File: src/rtl/signed_divider_pkg.sv
// -----------------------------------------------------------------------------
// signed_divider_pkg
// Shared definitions for the signed restoring divider:
//   - state_t : controller states (IDLE, CALC, FIX), 2-bit encoding
//   - DW_DEF  : default dividend/quotient width
//   - VW_DEF  : default divisor/remainder width
//   - Q_OVF   : quotient returned for the -2^(DW-1) / -1 overflow case
// No ports (package).
// -----------------------------------------------------------------------------
package signed_divider_pkg;

  typedef enum logic [1:0] {
    IDLE = 2'd0,
    CALC = 2'd1,
    FIX  = 2'd2
  } state_t;

  localparam int DW_DEF = 8;
  localparam int VW_DEF = 4;

  localparam logic [7:0] Q_OVF = 8'h80;

endpackage : signed_divider_pkg

File: src/rtl/signed_divider_div_step.sv
// -----------------------------------------------------------------------------
// div_step
// One combinational restoring-division step on magnitudes.
// Ports:
//   i_rem  [VW-1:0] partial remainder before the step (always < i_dvs)
//   i_bit           next dividend bit shifted into the remainder
//   i_dvs  [VW:0]   divisor magnitude (VW+1 bits so that 2^(VW-1) fits)
//   o_rem  [VW-1:0] partial remainder after the step
//   o_qbit          quotient bit produced by this step
// -----------------------------------------------------------------------------
module div_step #(
  parameter int VW = 4
) (
  input  logic [VW-1:0] i_rem,
  input  logic          i_bit,
  input  logic [VW:0]   i_dvs,
  output logic [VW-1:0] o_rem,
  output logic          o_qbit
);

  logic [VW:0] w_shifted;
  logic        w_ge;

  assign w_shifted = {i_rem, i_bit};
  assign w_ge      = (w_shifted >= i_dvs);

  // Whichever value is kept is strictly below the divisor magnitude, which is
  // at most 2^(VW-1), so it always fits in VW bits.
  assign o_rem  = w_ge ? VW'(w_shifted - i_dvs) : w_shifted[VW-1:0];
  assign o_qbit = w_ge;

endmodule : div_step

File: src/rtl/signed_divider.sv
// -----------------------------------------------------------------------------
// signed_divider
// Multi-cycle truncating signed divider (sign-magnitude restoring method,
// one quotient bit per clock, MSB first, sign correction in a final cycle).
// Ports:
//   clk           rising-edge clock
//   rst           synchronous active-high reset
//   start         request a division (sampled only while idle)
//   n    [DW-1:0] signed dividend
//   m    [VW-1:0] signed divisor
//   busy          division in progress
//   done          one-cycle pulse, results valid
//   q    [DW-1:0] signed quotient (held until next done)
//   r    [VW-1:0] signed remainder (held until next done)
//   dbz           divide-by-zero flag of the last division
//   ovf           quotient-overflow flag of the last division
// -----------------------------------------------------------------------------
module signed_divider
  import signed_divider_pkg::*;
#(
  parameter int DW = DW_DEF,
  parameter int VW = VW_DEF
) (
  input  logic          clk,
  input  logic          rst,
  input  logic          start,
  input  logic [DW-1:0] n,
  input  logic [VW-1:0] m,
  output logic          busy,
  output logic          done,
  output logic [DW-1:0] q,
  output logic [VW-1:0] r,
  output logic          dbz,
  output logic          ovf
);

  localparam int CW = (DW > 1) ? $clog2(DW) : 1;

  state_t        r_state;
  state_t        w_state_next;

  // r_dvd starts as |n| and shifts left each step; quotient bits enter at the
  // LSB, so after DW steps it holds the quotient magnitude.
  logic [DW-1:0] r_dvd;
  logic [VW:0]   r_dvs;
  logic [VW-1:0] r_rem;
  logic [CW-1:0] r_cnt;
  logic          r_neg_n;
  logic          r_neg_q;
  logic          r_dbz_f;
  logic          r_ovf_f;

  logic          r_done;
  logic [DW-1:0] r_q;
  logic [VW-1:0] r_r;
  logic          r_dbz;
  logic          r_ovf;

  logic [DW-1:0] w_n_mag;
  logic [VW:0]   w_m_ext;
  logic [VW:0]   w_m_mag;
  logic          w_m_zero;
  logic          w_ovf_case;
  logic [VW-1:0] w_rem_next;
  logic          w_q_bit;

  // -2^(DW-1) negates to itself, which read as unsigned is the correct magnitude.
  assign w_n_mag    = n[DW-1] ? -n : n;
  assign w_m_ext    = {m[VW-1], m};
  assign w_m_mag    = m[VW-1] ? -w_m_ext : w_m_ext;
  assign w_m_zero   = (m == '0);
  assign w_ovf_case = (n == {1'b1, {(DW-1){1'b0}}}) && (m == '1);

  div_step #(.VW(VW)) u_div_step (
    .i_rem  (r_rem),
    .i_bit  (r_dvd[DW-1]),
    .i_dvs  (r_dvs),
    .o_rem  (w_rem_next),
    .o_qbit (w_q_bit)
  );

  // State register
  always_ff @(posedge clk) begin
    if (rst) begin
      r_state <= IDLE;
    end else begin
      r_state <= w_state_next;
    end
  end

  // Next-state logic
  always_comb begin
    w_state_next = r_state;
    unique case (r_state)
      IDLE: begin
        if (start) begin
          w_state_next = w_m_zero ? FIX : CALC;
        end
      end
      CALC: begin
        if (r_cnt == CW'(DW - 1)) begin
          w_state_next = FIX;
        end
      end
      FIX:     w_state_next = IDLE;
      default: w_state_next = IDLE;
    endcase
  end

  // Datapath and result registers
  always_ff @(posedge clk) begin
    if (rst) begin
      r_dvd   <= '0;
      r_dvs   <= '0;
      r_rem   <= '0;
      r_cnt   <= '0;
      r_neg_n <= 1'b0;
      r_neg_q <= 1'b0;
      r_dbz_f <= 1'b0;
      r_ovf_f <= 1'b0;
      r_done  <= 1'b0;
      r_q     <= '0;
      r_r     <= '0;
      r_dbz   <= 1'b0;
      r_ovf   <= 1'b0;
    end else begin
      r_done <= 1'b0;
      unique case (r_state)
        IDLE: begin
          if (start) begin
            r_dvd   <= w_n_mag;
            r_dvs   <= w_m_mag;
            r_rem   <= '0;
            r_cnt   <= '0;
            r_neg_n <= n[DW-1];
            r_neg_q <= n[DW-1] ^ m[VW-1];
            r_dbz_f <= w_m_zero;
            r_ovf_f <= w_ovf_case;
          end
        end
        CALC: begin
          r_dvd <= {r_dvd[DW-2:0], w_q_bit};
          r_rem <= w_rem_next;
          r_cnt <= r_cnt + CW'(1);
        end
        FIX: begin
          r_done <= 1'b1;
          r_dbz  <= r_dbz_f;
          r_ovf  <= r_ovf_f;
          // Overflow needs no special path: both signs are negative, so the
          // unnegated magnitude 2^(DW-1) is returned as the 1000..0 pattern.
          if (r_dbz_f) begin
            r_q <= '0;
            r_r <= '0;
          end else begin
            r_q <= r_neg_q ? -r_dvd : r_dvd;
            r_r <= r_neg_n ? -r_rem : r_rem;
          end
        end
        default: ;
      endcase
    end
  end

  assign busy = (r_state != IDLE);
  assign done = r_done;
  assign q    = r_q;
  assign r    = r_r;
  assign dbz  = r_dbz;
  assign ovf  = r_ovf;

endmodule : signed_divider

File: config.mk
export PLATFORM = sky130hd
export DESIGN_NAME = signed_divider
export DESIGN_NICKNAME = d
export VERILOG_FILES = /design/src/rtl/signed_divider_pkg.sv /design/src/rtl/signed_divider_div_step.sv /design/src/rtl/signed_divider.sv
export SDC_FILE = /design/constraint.sdc
export NUM_CORES = 1
export LEC_CHECK = 0
export ABC_CLOCK_PERIOD_IN_PS = 1900
export BUFFER_PORTS_ARGS = -buffer_cell sky130_fd_sc_hd__buf_4
export CORE_MARGIN = 3
export CORE_UTILIZATION = 50
export DETAILED_ROUTE_END_ITERATION = 7
export PLACE_DENSITY = 0.74
export SKIP_CTS_REPAIR_TIMING = 1
export SYNTH_ARGS = -nofsm -noshare
export SYNTH_HDL_FRONTEND = slang
export SYNTH_SLANG_ARGS = --single-unit
File: constraint.sdc
create_clock -name clk -period 1.9 [get_ports clk]
set_input_delay 0.38 -clock clk [delete_from_list [all_inputs] [get_ports clk]]
set_output_delay 0.38 -clock clk [all_outputs]
set_load 0.02 [all_outputs]
[Yosys cells after proc, flatten, opt, wreduce, memory -nomap -nowiden]
Index checks and enable logic that the tools add are counted.
Cells by class
  add/subtract/negate cells: 6
  bitwise operators: 1
  reductions and logical operators: 8
  eq/ne operators: 7
  order comparisons: 1
  mux-type cells: 18
Operators by type and width (number)
  8-bit 2-to-1 mux: 4
  4-bit 2-to-1 mux: 4
  8-bit negator: 2
  8-bit one-hot mux with 2 select lines: 1
  8-bit equality test, second input constant: 1
  4-bit one-hot mux with 2 select lines: 1
  2-bit 2-to-1 mux: 3
  3-bit one-hot mux with 2 select lines: 1
  2-bit AND reduction: 3
  5-bit greater-or-equal comparator: 1
  5-bit 2-to-1 mux: 1
  5-bit negator: 1
  4-bit equality test, second input constant: 1
  4-bit zero test: 1
  2-bit != test, second input constant: 2
  4-bit negator: 1
  2-bit one-hot mux with 2 select lines: 1
  2-bit nonzero test: 2
  4-bit subtractor: 1
  3-bit by 1-bit adder with 3-bit output, second input constant: 1
  3-bit equality test, second input constant: 1
  3-bit 2-to-1 mux: 1
  2-bit by 1-bit equality test with 1-bit output, second input constant: 1
  2-bit equality test, second input constant: 1
  other kinds (4): 4
Storage, ports and cells
  register bits: 41
  input bits: 15
  logic and storage cells: 55
  output and inout port bits: 16

[Longest topological paths before layout]
  depth after elaboration: 4
  mapped depth: 7

[Hierarchy]
A second synthesis with hierarchy kept.
Second synthesis, totals
  cells, all modules: 270
  area total of the unflattened synthesis: 2294.7 sq um
Modules (own cells, without submodules)
  signed_divider: instances 1, cells an instance 239, area an instance 2030.7 sq um
  div_step: instances 1, cells an instance 31, area an instance 264.0 sq um

[Worst setup path before layout]
OpenSTA, ideal clock, no wires.
  path kind: reg-to-reg
  start point: register r_dvd[0]
  end point: register r_q[6], in the netlist q[6]
  slack: 98 ps
  data arrival time: 1731 ps
  required time: 1829 ps
  stages on the path, launching flop included: 8
  library setup time: 71 ps
  period minus slack after synthesis: 1802 ps
  path through: dfxtp_1 inv_1 ha_1 or3b_2 o31ai_1 xor2_1 or3_1 a21oi_1
Between the ends
  longest elaborated chain between the ends: 3
Ends and longest elaborated chain
  start, declared: line signed_divider.sv:44  | logic [DW-1:0] r_dvd;
  start signal, assigned: line signed_divider.sv:131  | r_dvd <= w_n_mag;
  start signal, assigned: line signed_divider.sv:142  | r_dvd <= {r_dvd[DW-2:0], w_q_bit};
  8-bit negator: line signed_divider.sv:156  | r_q <= r_neg_q ? -r_dvd : r_dvd;
  8-bit 2-to-1 mux: line signed_divider.sv:156
  8-bit 2-to-1 mux: line signed_divider.sv:152  | if (r_dbz_f) begin
  end signal, assigned: line signed_divider.sv:156
  end, declared: line signed_divider.sv:54  | logic [DW-1:0] r_q;
No other way between the ends.
A chain may end at the register's enable or synchronous reset.

[Final worst setup path]
  start point: register r_dvd[1]
  end point: register r_q[6], in the netlist q[6]
Same word-level chain as after synthesis.

==> run_results.csv <==
group,metric,value,unit
layout,multi_input_area,1200,µm²
placement,dp_hpwl,3.33,mm
route,totalWireLength,4.39,mm
sta,rsz0062_at_grt,"false",
setup_path,setup.worst_path.class,"flop to flop",
placement,post-place-cells,330,
setup_path,cp-start-kind,"flop",
sta,finalHoldViolCount,0,
yosys,synth.distinct_cells,41,
layout,diodes,0,
global_routing,grt_max_degree,40,
clocking,cts_made_buffers,5,
yosys,yosysSeqAreaShare,0.385,
clocking,ctsHtreeMaxLevel,2,
sta,setup_ws,0.111,ns
clocking,insertion_delay,0.30,ns
power,cellLeakagePower,1.04,nW
yosys,syn_inst,256,
yosys,synth_area,2130,µm²
placement,place_congestion,0.777,
status,status,"finished, final reports clean",
min_path,hold_class,"input pin to flop",
clocking,cts_max_path_buffers,2,
clocking,cts_tree,"yes",
yosys,synth_warnings,0,
global_routing,grt_overflow,0,
power,p_total,1.88,mW
die,start_util,0.526,
min_path,holdPathStages,3,
sta,clock.fmax,0.559,GHz
sta,drv_slew,0,
sta,final.min_clock_period,1.79,ns
setup_path,cp_max_fo,2,
sta,slew_headroom,0.666,
die,rows,23,
setup_path,worstPathArrival,2.02,ns
die,coreArea,4060,µm²
route,routedWlPerCell,13.0,µm
layout,drive_gt1_frac,0.181,
setup_path,reg2reg_depth,7,
setup_path,cp_top_family,"simple AND/OR/NAND/NOR gates",
global_routing,antenna_found_initial,0,
layout,final_nets,315,
layout,final_cells,338,
layout,area_growth_syn_to_layout,17.8,%
sta,finClkSkew,0.00675,ns
power,ir_drop,392,µV
clocking,clkSinkCount,41,
die,die-height,71.3,µm
sta,whs,0.361,ns
global_routing,grt.total_usage,0.191,
placement,io_buffers,30,
sta,fin_setup_tns,0,ns
clocking,root_buffer,"clkbuf_8",
sta,setup_viol,0,
global_routing,grt_pass1_wl,7.93,mm
power,powerDensity,748,nW/µm²
layout,register_area,821,µm²
yosys,ys_ff_latch,41,
placement,place_ws,0.0367,ns
route,drc,0,
die,io_pins,31,
global_routing,grt_pass1_vias,1831,
route,vias_per_cell,5.46,
sta,period_share,0.942,
setup_path,worst_path_largest_cell_delay,0.47,ns
layout,fill_cells,372,
sta,max_slew.worst_pin.slew,0.499,ns
yosys,postSynthAreaPerCell,8.33,µm²
job,cap_viol_max_count,0,
die,dieArea,5090,µm²
route,dr.pass1.iters,4,
setup_path,cp_data_required_time,2.13,ns
route,drtIter0Drc,87,
yosys,syn_nets,284,
clocking,clkTransAtPathRegs,0.08,ns
setup_path,end_kind,"flop",
setup_path,path_cells,"inv_1 -> ha_1 -> or3b_2 -> o31ai_2 -> xor2_1 -> or3_1 -> a21oi_1",
setup_path,crit_cells,7,
setup_path,critical_path_buf_inv_count,1,
route,vias,1844,
route,drtAntennaViolNets,0,
die,die-width,71.3,µm
setup_path,slowest_stage,"or3b_2",
-- per-stage QoR --
step | util | instance area (µm²)
detailed placement | 0.598 | 2420
floorplan | - | 2130
global placement | 0.598 | 2420
global route | 0.619 | 2510
CTS | 0.618 | 2510
finish | 0.619 | 2510
-- metal layers --
| layer | global-route usage | vias to the layer above | part of all wire |
|---|---|---|---|
| li1 | - | 951 | - |
| met1 | 0.255 | 839 | 0.50 |
| met2 | 0.303 | 47 | 0.44 |
| met3 | 0.0435 | 7 | 0.051 |
| met4 | 0.0710 | 0 | 0.017 |
| met5 | 0 | - | 0 |
-- state kept, by name (all words and copies together) (netlist names) --
register	cells
dbz	1
done	1
ovf	1
q	8
r	4
r_cnt	3
r_dbz_f	1
r_dvd	8
r_dvs	5
r_neg_n	1
r_neg_q	1
r_ovf_f	1
r_rem	4
r_state	2
-- worst min-delay path, stage by stage --
cell     delay, ns
buf_4         0.12
nand2_1       0.05
a21oi_1       0.05
-- cell usage in the layout (no fill, tap or decap), drive strengths merged, types with 6 or more instances in the layout --
| cell | n |
|---|---|
| ha | 12 |
| a211oi | 6 |
| dfxtp | 41 |
| a21oi | 21 |
| clkbuf | 6 |
| nand2 | 27 |
| o21ai | 9 |
| nor3 | 8 |
| xnor2 | 11 |
| xor2 | 6 |
| mux2i | 7 |
| a22oi | 6 |
| buf | 37 |
| o31ai | 6 |
| inv | 17 |
| nor2 | 30 |
-- cell type report --
cell class	count	area share
multi-input combinational	185	0.480
sequential	41	0.327
timing repair buffer	37	0.111
clock buffer	6	0.0289
inverter	17	0.0254
tap	50	0.0249
clock inverter	2	0.00398
-- kinds of logic after synthesis --
| group | Yosys count | synth area share |
|---|---|---|
| and+or+nand+nor | 87 | 0.190 |
| AOI/OAI and AO/OA | 60 | 0.185 |
| DFF | 41 | 0.385 |
| buffers and inverters | 30 | 0.0528 |
| xor gates and xnor gates | 17 | 0.0698 |
| adders and majority gates | 13 | 0.0798 |
| muxes | 8 | 0.0381 |
-- Yosys cell counts, drive strengths merged --
master	n	area [µm²]
a211oi	6	45.0
a21boi	1	7.51
a21o	1	7.51
a21oi	21	109
a221oi	2	17.5
a22oi	6	45.0
a31oi	2	12.5
and2	1	6.26
and3	1	6.26
buf	2	7.51
clkbuf	11	41.3
dfxtp	41	821
fa	1	20.0
ha	12	150
inv	17	63.8
mux2	1	11.3
mux2i	7	70.1
nand2	27	101
nand2b	4	25.0
nand3b	1	7.51
nand4	1	6.26
nor2	30	113
nor2b	1	6.26
nor3	8	40.0
nor3b	1	7.51
nor4	2	12.5
nor4b	1	8.76
o21ai	9	45.0
o221ai	4	35.0
o22a	1	8.76
o31ai	6	45.0
o41ai	1	16.3
or2	2	12.5
or3	4	25.0
or3b	1	8.76
or4	2	18.8
xnor2	11	96.3
xor2	6	52.6
-- worst paths after layout --
path,slack [ns],end,from
worst max-delay path,0.11,q[6],r_dvd[1]
worst min register to register,0.46,r_dvs[3],r_dvs[3]
worst min-delay path,0.36,r_dvs[0],m[0]
worst max register to register,0.11,q[6],r_dvd[1]
-- where the power goes --
part	leakage (nW)	internal (mW)	total, mW	switching (mW)
Combinational	0.666	0.187	0.386	0.199
Sequential	0.334	0.898	0.946	0.0486
Clock	0.0450	0.255	0.547	0.293
Total	1.04	1.34	1.88	0.541
Power figures use the tool's default switching activity.
